===== src/rtl/toggle_arbiter_if.sv =====
// ---------------------------------------------------------------------------
// toggle_arbiter_if -- requester-side bus of the toggle arbiter.
//
// Signals (NREQ requesters, WIDTH-bit shared T-register bank):
//   req    [NREQ-1:0]       request from requester i on bit i
//   mask   [NREQ*WIDTH-1:0] toggle mask of requester i on [i*WIDTH +: WIDTH]
//   gnt    [NREQ-1:0]       one-hot grant
//   ack    [NREQ-1:0]       one-cycle completion pulse to the granted requester
//   q      [WIDTH-1:0]      shared T-register bank state
//   busy                    arbiter is not idle
//   parity                  XOR-reduction of q (only with TOGGLE_ARBITER_PARITY_EN)
//
// Modports: master = requester side, slave = arbiter side.
// Optional feature macro: TOGGLE_ARBITER_PARITY_EN.
// ---------------------------------------------------------------------------
interface toggle_arbiter_if #(
    parameter int NREQ  = 4,
    parameter int WIDTH = 8
);
    logic [NREQ-1:0]       req;
    logic [NREQ*WIDTH-1:0] mask;
    logic [NREQ-1:0]       gnt;
    logic [NREQ-1:0]       ack;
    logic [WIDTH-1:0]      q;
    logic                  busy;
`ifdef TOGGLE_ARBITER_PARITY_EN
    logic                  parity;
`endif

    modport master (
        output req,
        output mask,
        input  gnt,
        input  ack,
        input  q,
`ifdef TOGGLE_ARBITER_PARITY_EN
        input  parity,
`endif
        input  busy
    );

    modport slave (
        input  req,
        input  mask,
        output gnt,
        output ack,
        output q,
`ifdef TOGGLE_ARBITER_PARITY_EN
        output parity,
`endif
        output busy
    );
endinterface


===== src/rtl/toggle_arbiter.sv =====
// ---------------------------------------------------------------------------
// toggle_arbiter -- round-robin arbiter granting NREQ requesters access to a
// shared bank of WIDTH T-flip-flops. Each operation takes four cycles:
// IDLE (arbitrate) -> GRANT (latch winner's mask) -> TOGGLE (q ^= mask)
// -> DONE (ack pulse, advance round-robin pointer) -> IDLE.
//
// Ports:
//   clk  : clock, all state changes on the rising edge
//   rst  : asynchronous active-high reset
//   bus  : toggle_arbiter_if.slave (req, mask in; gnt, ack, q, busy out;
//          parity out when TOGGLE_ARBITER_PARITY_EN is defined)
//
// All outputs come straight from flops.
// Optional feature macro: TOGGLE_ARBITER_PARITY_EN adds the parity output.
// ---------------------------------------------------------------------------
module toggle_arbiter #(
    parameter int NREQ  = 4,
    parameter int WIDTH = 8
) (
    input  logic              clk,
    input  logic              rst,
    toggle_arbiter_if.slave   bus
);
    localparam int PW = (NREQ > 2) ? $clog2(NREQ) : 1;
    localparam logic [PW:0]   NREQ_W   = (PW+1)'(NREQ);
    localparam logic [PW-1:0] LAST_IDX = PW'(NREQ - 1);

    typedef enum logic [1:0] {
        IDLE   = 2'd0,
        GRANT  = 2'd1,
        TOGGLE = 2'd2,
        DONE   = 2'd3
    } state_t;

    // Even-parity helper over the bank state.
    function automatic logic parity_of(input logic [WIDTH-1:0] v);
        return ^v;
    endfunction

    state_t            state_q, state_d;
    logic [NREQ-1:0]   gnt_q, gnt_d;
    logic [NREQ-1:0]   ack_q, ack_d;
    logic [WIDTH-1:0]  q_q, q_d;
    logic [WIDTH-1:0]  mlat_q, mlat_d;
    logic [PW-1:0]     ptr_q, ptr_d;
    logic [PW-1:0]     win_q, win_d;
    logic              busy_q, busy_d;
`ifdef TOGGLE_ARBITER_PARITY_EN
    logic              parity_q, parity_d;
`endif

    logic              pick_found;
    logic [PW-1:0]     pick_idx;
    logic [PW:0]       cand;
    logic [WIDTH-1:0]  sel_mask;

    // Round-robin search: first requester at or after ptr, wrapping at NREQ-1.
    always_comb begin
        pick_found = 1'b0;
        pick_idx   = {PW{1'b0}};
        cand       = {(PW+1){1'b0}};
        for (int off = 0; off < NREQ; off++) begin
            cand = {1'b0, ptr_q} + (PW+1)'(off);
            if (cand >= NREQ_W) begin
                cand = cand - NREQ_W;
            end else begin
                cand = cand;
            end
            if (!pick_found && bus.req[cand[PW-1:0]]) begin
                pick_found = 1'b1;
                pick_idx   = cand[PW-1:0];
            end else begin
                pick_found = pick_found;
            end
        end
    end

    // Mask of the currently granted requester (gnt is one-hot, so AND-OR mux).
    always_comb begin
        sel_mask = {WIDTH{1'b0}};
        for (int i = 0; i < NREQ; i++) begin
            sel_mask = sel_mask | (bus.mask[i*WIDTH +: WIDTH] & {WIDTH{gnt_q[i]}});
        end
    end

    // FSM next-state and next-output logic.
    always_comb begin
        state_d = state_q;
        gnt_d   = gnt_q;
        ack_d   = {NREQ{1'b0}};
        q_d     = q_q;
        mlat_d  = mlat_q;
        ptr_d   = ptr_q;
        win_d   = win_q;
        case (state_q)
            IDLE: begin
                if (pick_found) begin
                    state_d = GRANT;
                    win_d   = pick_idx;
                    gnt_d   = NREQ'(1) << pick_idx;
                end else begin
                    state_d = IDLE;
                end
            end
            GRANT: begin
                // Mask is captured here so a requester dropping req later
                // cannot change or abort the operation.
                mlat_d  = sel_mask;
                state_d = TOGGLE;
            end
            TOGGLE: begin
                q_d     = q_q ^ mlat_q;
                ack_d   = gnt_q;
                state_d = DONE;
            end
            DONE: begin
                ptr_d   = (win_q == LAST_IDX) ? {PW{1'b0}} : (win_q + PW'(1));
                gnt_d   = {NREQ{1'b0}};
                state_d = IDLE;
            end
            default: begin
                state_d = IDLE;
                gnt_d   = {NREQ{1'b0}};
            end
        endcase
        busy_d = (state_d != IDLE);
`ifdef TOGGLE_ARBITER_PARITY_EN
        parity_d = parity_of(q_d);
`endif
    end

    // State and output registers with asynchronous reset.
    always_ff @(posedge clk or posedge rst) begin
        if (rst) begin
            state_q  <= IDLE;
            gnt_q    <= {NREQ{1'b0}};
            ack_q    <= {NREQ{1'b0}};
            q_q      <= {WIDTH{1'b0}};
            mlat_q   <= {WIDTH{1'b0}};
            ptr_q    <= {PW{1'b0}};
            win_q    <= {PW{1'b0}};
            busy_q   <= 1'b0;
`ifdef TOGGLE_ARBITER_PARITY_EN
            parity_q <= 1'b0;
`endif
        end else begin
            state_q  <= state_d;
            gnt_q    <= gnt_d;
            ack_q    <= ack_d;
            q_q      <= q_d;
            mlat_q   <= mlat_d;
            ptr_q    <= ptr_d;
            win_q    <= win_d;
            busy_q   <= busy_d;
`ifdef TOGGLE_ARBITER_PARITY_EN
            parity_q <= parity_d;
`endif
        end
    end

    assign bus.gnt  = gnt_q;
    assign bus.ack  = ack_q;
    assign bus.q    = q_q;
    assign bus.busy = busy_q;
`ifdef TOGGLE_ARBITER_PARITY_EN
    assign bus.parity = parity_q;
`endif

endmodule


===== src/flat_wrapper.sv =====
// flat-port wrapper written by rule: the top's interface ports become plain ports
module toggle_arbiter_flat 
#(
    parameter int NREQ  = 4,
    parameter int WIDTH = 8
)
  (clk, rst, bus_req, bus_mask, bus_gnt, bus_ack, bus_q, bus_busy);
  toggle_arbiter_if #(.NREQ(NREQ), .WIDTH(WIDTH)) bus_i ();
  input  logic clk;
  input  logic rst;
  input wire logic [$bits(bus_i.req)-1:0] bus_req;
  input wire logic [$bits(bus_i.mask)-1:0] bus_mask;
  output wire logic [$bits(bus_i.gnt)-1:0] bus_gnt;
  output wire logic [$bits(bus_i.ack)-1:0] bus_ack;
  output wire logic [$bits(bus_i.q)-1:0] bus_q;
  output wire logic [$bits(bus_i.busy)-1:0] bus_busy;
  assign bus_i.req = bus_req;
  assign bus_i.mask = bus_mask;
  assign bus_gnt = bus_i.gnt;
  assign bus_ack = bus_i.ack;
  assign bus_q = bus_i.q;
  assign bus_busy = bus_i.busy;
  toggle_arbiter #(.NREQ(NREQ), .WIDTH(WIDTH)) u_core (.clk(clk), .rst(rst), .bus(bus_i));
endmodule

===== config.mk =====
export PLATFORM = sky130hd
export DESIGN_NAME = toggle_arbiter_flat
export DESIGN_NICKNAME = d
export VERILOG_FILES = /design/src/rtl/toggle_arbiter_if.sv /design/src/rtl/toggle_arbiter.sv /design/src/flat_wrapper.sv
export SDC_FILE = /design/constraint.sdc
export NUM_CORES = 1
export LEC_CHECK = 0
export ABC_AREA = 1
export CAP_MARGIN = 15
export CORE_MARGIN = 2
export CORE_UTILIZATION = 25
export CTS_CLUSTER_SIZE = 10
export DETAILED_ROUTE_END_ITERATION = 6
export SYNTH_ARGS = -nofsm -noshare
export SYNTH_HDL_FRONTEND = slang
export SYNTH_SLANG_ARGS = --single-unit

===== constraint.sdc =====
create_clock -name clk -period 4.1 [get_ports clk]
set_clock_uncertainty 0.05 [all_clocks]
set_input_delay 0.41 -clock clk [delete_from_list [all_inputs] [get_ports clk]]
set_output_delay 0.41 -clock clk [all_outputs]
set_load 0.03 [all_outputs]

==> results_tabular.tex <==
\begin{tabular}{lr}
\hline
Metric & Value \\
\hline
\multicolumn{2}{l}{\textbf{Run status}} \\
\quad Outcome & finished clean \\
\multicolumn{2}{l}{\textbf{Worst setup path}} \\
\quad Total stage count of the critical path & 1 \\
\quad CP cell instances & clkdlybuf4s50\_1 \\
\quad Category of cells accounting for the largest share of critical-path delay & buffers and inverters \\
\quad Critical Path Fanout Max & 11 \\
\quad Signal arrival time at the worst endpoint & 1.67 ns \\
\quad Kind of critical path & reg -> out \\
\quad CP max stage cell & sky130\_fd\_sc\_hd\_\_clkdlybuf4s50\_1 \\
\quad Crit path required time & about 3.6 ns \\
\quad CP endpoint kind & primary output \\
\quad Worst reg-to-reg path cell count & 11 \\
\quad Crit path buf inv count & 1 \\
\quad Slowest Stage Delay on Critical Path & 0.77 ns \\
\quad Startpoint Class & register \\
\multicolumn{2}{l}{\textbf{Global route}} \\
\quad Global route overflow & 0 \\
\quad Wire length of the first global-routing pass & between 6000 and 7000 um \\
\quad Initial antenna violation count & 0 \\
\quad Maximum number of pins on one net before global-route repair & 32 \\
\quad Combined global-route utilization of all metal layers & roughly 11\% \\
\quad Vias in the first global route & 1396 \\
\multicolumn{2}{l}{\textbf{Clock tree}} \\
\quad Clock insertion delay at the later pin of the skew report & $\sim$0.27 ns \\
\quad Clock slew seen by the registers of the worst setup and hold paths & $\sim$0.060 ns \\
\quad CTS Hold Buffers Added & 0 \\
\quad Maximum level of the CTS H-tree & 2 \\
\quad TritonCTS clock tree & done \\
\quad Post-CTS sizing & 0 \\
\quad Count of clock tree sinks & 31 \\
\quad Number of buffers added for setup after CTS & 0 \\
\quad Largest buffer count on any clock path & 2 \\
\quad Number of clock buffers inserted by TritonCTS & 5 \\
\quad Buffer type at the clock tree root & sky130\_fd\_sc\_hd\_\_clkbuf\_8 \\
\multicolumn{2}{l}{\textbf{Routing}} \\
\quad Total iterations of the first detailed-routing run & 4 \\
\quad Wire length after detailed routing & between 3000 and 4000 um \\
\quad Routed via count & 1522 \\
\quad Residual DRC & 0 \\
\quad Detail-routed via count per cell & 4.490 \\
\quad Post-route antenna net violation count & 0 \\
\quad Detail-routed net length per standard cell & roughly 11 um \\
\quad DRT iter0 DRCs & 48 \\
\multicolumn{2}{l}{\textbf{Timing}} \\
\quad Final number of hold-violating endpoints & 0 \\
\quad RSZ-0062 raised after global routing & no \\
\quad Fin crit period & 2.128 ns \\
\quad Final clock period utilization by the worst path & 51.90\% \\
\quad Setup TNS & 0 ns \\
\quad Setup Viol. Count Final & 0 \\
\quad Transition time at the pin with the least slew margin & between 0.5 and 0.6 ns \\
\quad Fmax achieved & 470.0 MHz \\
\quad Slew Limit Headroom & around 65\% \\
\quad Fin worst setup slack & between 1.5 and 2 ns \\
\quad Slew Limit Fails & 0 \\
\multicolumn{2}{l}{\textbf{Placed design}} \\
\quad Area after DPL & 2310 sq um \\
\quad Final weighted congestion in routability-driven placement & just under 0.9 \\
\quad Post-Place Worst Slack & between 2 and 2.5 ns \\
\quad Number of buffers added on ports & 54 \\
\quad Detail Placement HPWL & roughly 2900 um \\
\multicolumn{2}{l}{\textbf{Hold path}} \\
\quad Number of cells on the worst hold path & 2 \\
\quad Tightest Hold Check Type & reg -> reg \\
\multicolumn{2}{l}{\textbf{Yosys}} \\
\quad Count leader, synth & sky130\_fd\_sc\_hd\_\_nand2\_1 \\
\quad Part of the Yosys area used for sequential elements & a little under half \\
\quad Syn\_nets & 248 \\
\quad Post-synthesis instance total & roughly 210 \\
\quad Number of synthesized register bits & 31 \\
\quad Syn Std Cell Area & approximately 1700 sq um \\
\quad Synth top area share & a little under half \\
\quad Number of enable-type register cells in the synthesized netlist & 0 \\
\quad Number of different library cells in the post-synthesis netlist & 23 \\
\quad Mean instance size in the synthesized netlist & around 8.3 sq um \\
\quad Leading post-synthesis cells by cell area & sky130\_fd\_sc\_hd\_\_dfrtp\_1, sky130\_fd\_sc\_hd\_\_nand2\_1, sky130\_fd\_sc\_hd\_\_inv\_1 \\
\quad Cell accounting for the most synthesized area & sky130\_fd\_sc\_hd\_\_dfrtp\_1 \\
\quad Count of warnings emitted by yosys & 0 \\
\quad Prevailing post-synth register cell & sky130\_fd\_sc\_hd\_\_dfrtp\_1 \\
\quad Proportion of register bits with asynchronous set or reset after synthesis & 100.0\% \\
\quad Commonest cells post-synth & sky130\_fd\_sc\_hd\_\_nand2\_1, sky130\_fd\_sc\_hd\_\_dfrtp\_1, sky130\_fd\_sc\_hd\_\_inv\_1 \\
\multicolumn{2}{l}{\textbf{Floorplanning}} \\
\quad Die W & about 86 um \\
\quad Standard cell core area & approximately 6700 sq um \\
\quad DIE HEIGHT & around 86 um \\
\quad Area of the die & approximately 7500 sq um \\
\quad Initial core utilization & between 20\% and 30\% \\
\quad I/O pin count & 55 \\
\quad FP Rows & 30 \\
\multicolumn{2}{l}{\textbf{Layout}} \\
\quad Layout Area Growth over Synthesis & 41.09\% \\
\quad Count of nets after finishing & 302 \\
\quad Post-route standard cell area excluding fillers & around 2400 sq um \\
\quad Fraction of layout cells with a size suffix above 1 & 8.108\% \\
\quad Number of antenna repair diodes & 0 \\
\multicolumn{2}{l}{\textbf{Pwr}} \\
\quad VDD IR-drop max & 184.4 uV \\
\quad Pwr per Cell Area & about 720 nW/um\^{}2 \\
\quad Leakage power & 0.001154 uW \\
\multicolumn{2}{l}{\textbf{Flow run}} \\
\quad Total of max-cap violations & 0 \\
\hline
\end{tabular}
==> power breakdown <==
part | switching [uW] | internal [uW]
clock network | 99.8 | 131
logic | 556 | 377
registers | 115 | 444
total | 771 | 952
==> layout make-up <==
cell class | instances | area [sq um]
Clock buffer | 6 | 82.58
Inverter | 26 | 97.59
Sequential cell | 31 | 775.7
Tap cell | 80 | 100.1
Timing Repair Buffer | 55 | 548.0
Clock inverter | 1 | 5.005
Fill cell | 669 | 4284
Multi-Input combinational cell | 140 | 788.3
==> worst paths after layout <==
kind | from | end | slack [ns]
hold reg to reg | u_core.bus.q[5]$_DFFE_PP0P_ | u_core.bus.q[5]$_DFFE_PP0P_ | 0.44
min in group asynchronous | rst | u_core.bus.ack[3]$_DFF_PP0_ | 0.47
setup reg to reg | u_core.ptr_q[0]$_DFFE_PP0P_ | u_core.bus.gnt[1]$_DFFE_PP0P_ | 2.35
max in group asynchronous | rst | u_core.win_q[0]$_DFFE_PP0P_ | 3.25
hold / removal | u_core.bus.q[5]$_DFFE_PP0P_ | u_core.bus.q[5]$_DFFE_PP0P_ | 0.44
setup / recovery | u_core.bus.gnt[3]$_DFFE_PP0P_ | bus_gnt[3] | 1.97
==> stage by stage <==
stage | instances | util (%) | power, uW | hold slack (ns)
5_1_grt | 339 | 35.88 | 1885 | 0.4761
6_report | 339 | 35.88 | 1723 | 0.4450
4_1_cts | 339 | 35.88 | 1751 | 0.4527
2_1_floorplan | 205 | - | 1228 | 0.4070
3_5_place_dp | 332 | 34.57 | 1504 | 0.4337
3_3_place_gp | 332 | 34.57 | 1491 | 0.4327
==> cells in the final DEF (no fill, tap or decap) <==
master                            Yosys  layout
sky130_fd_sc_hd__a21oi_1              8       8
sky130_fd_sc_hd__a221oi_1             8       8
sky130_fd_sc_hd__a22o_1               8       8
sky130_fd_sc_hd__and2_4               1       1
sky130_fd_sc_hd__buf_4                0       1
sky130_fd_sc_hd__clkbuf_8             0       6
sky130_fd_sc_hd__clkdlybuf4s50_1      0      54
sky130_fd_sc_hd__clkinv_2             0       1
sky130_fd_sc_hd__dfrtp_1             31      31
sky130_fd_sc_hd__ha_1                 5       5
sky130_fd_sc_hd__inv_1               24      24
sky130_fd_sc_hd__inv_2                2       2
sky130_fd_sc_hd__mux2i_2              1       1
sky130_fd_sc_hd__nand2_1             59      59
sky130_fd_sc_hd__nand2_2              5       5
sky130_fd_sc_hd__nand2_4              1       1
sky130_fd_sc_hd__nand3_1             11      11
sky130_fd_sc_hd__nand3_4              1       1
sky130_fd_sc_hd__nand4_1              3       3
sky130_fd_sc_hd__nor2_1              11      11
sky130_fd_sc_hd__nor2_2               1       1
sky130_fd_sc_hd__o21ai_0              7       7
sky130_fd_sc_hd__o21ai_2              1       1
sky130_fd_sc_hd__or2_1                1       1
sky130_fd_sc_hd__xor2_1               8       8
==> cell families (layout without fill, tap and decap cells) <==
| kind of cell | after synthesis | count (layout) | synth area share, % |
|---|---|---|---|
| and+or+nand+nor | 94 | 94 | 24.60 |
| buffers and inverters | 34 | 88 | 7.953 |
| muxes | 1 | 1 | 0.8098 |
| adders and majority gates | 5 | 5 | 3.682 |
| xor gates and xnor gates | 8 | 8 | 4.124 |
| AOI/OAI and AO/OA | 32 | 32 | 13.18 |
| DFF | 31 | 31 | 45.66 |
==> registers in the layout, summed over array words and instances, names as in the netlist <==
name / count
u_core.bus.gnt: 4
u_core.mlat_q: 8
u_core.bus.q: 8
u_core.state_q: 2
u_core.bus.busy: 1
u_core.bus.ack: 4
u_core.win_q: 2
u_core.ptr_q: 2
==> layer usage <==
layer  vias to the layer above  global-route usage, %  share of wire, %
met1                       703                  12.57                43
met2                        41                  18.18                48
li1                        773                      -                 -
met3                         5                  3.810               7.3
met5                         -                      0                 0
met4                         0                  4.261               1.2
(Power assumes the default switching activity.)
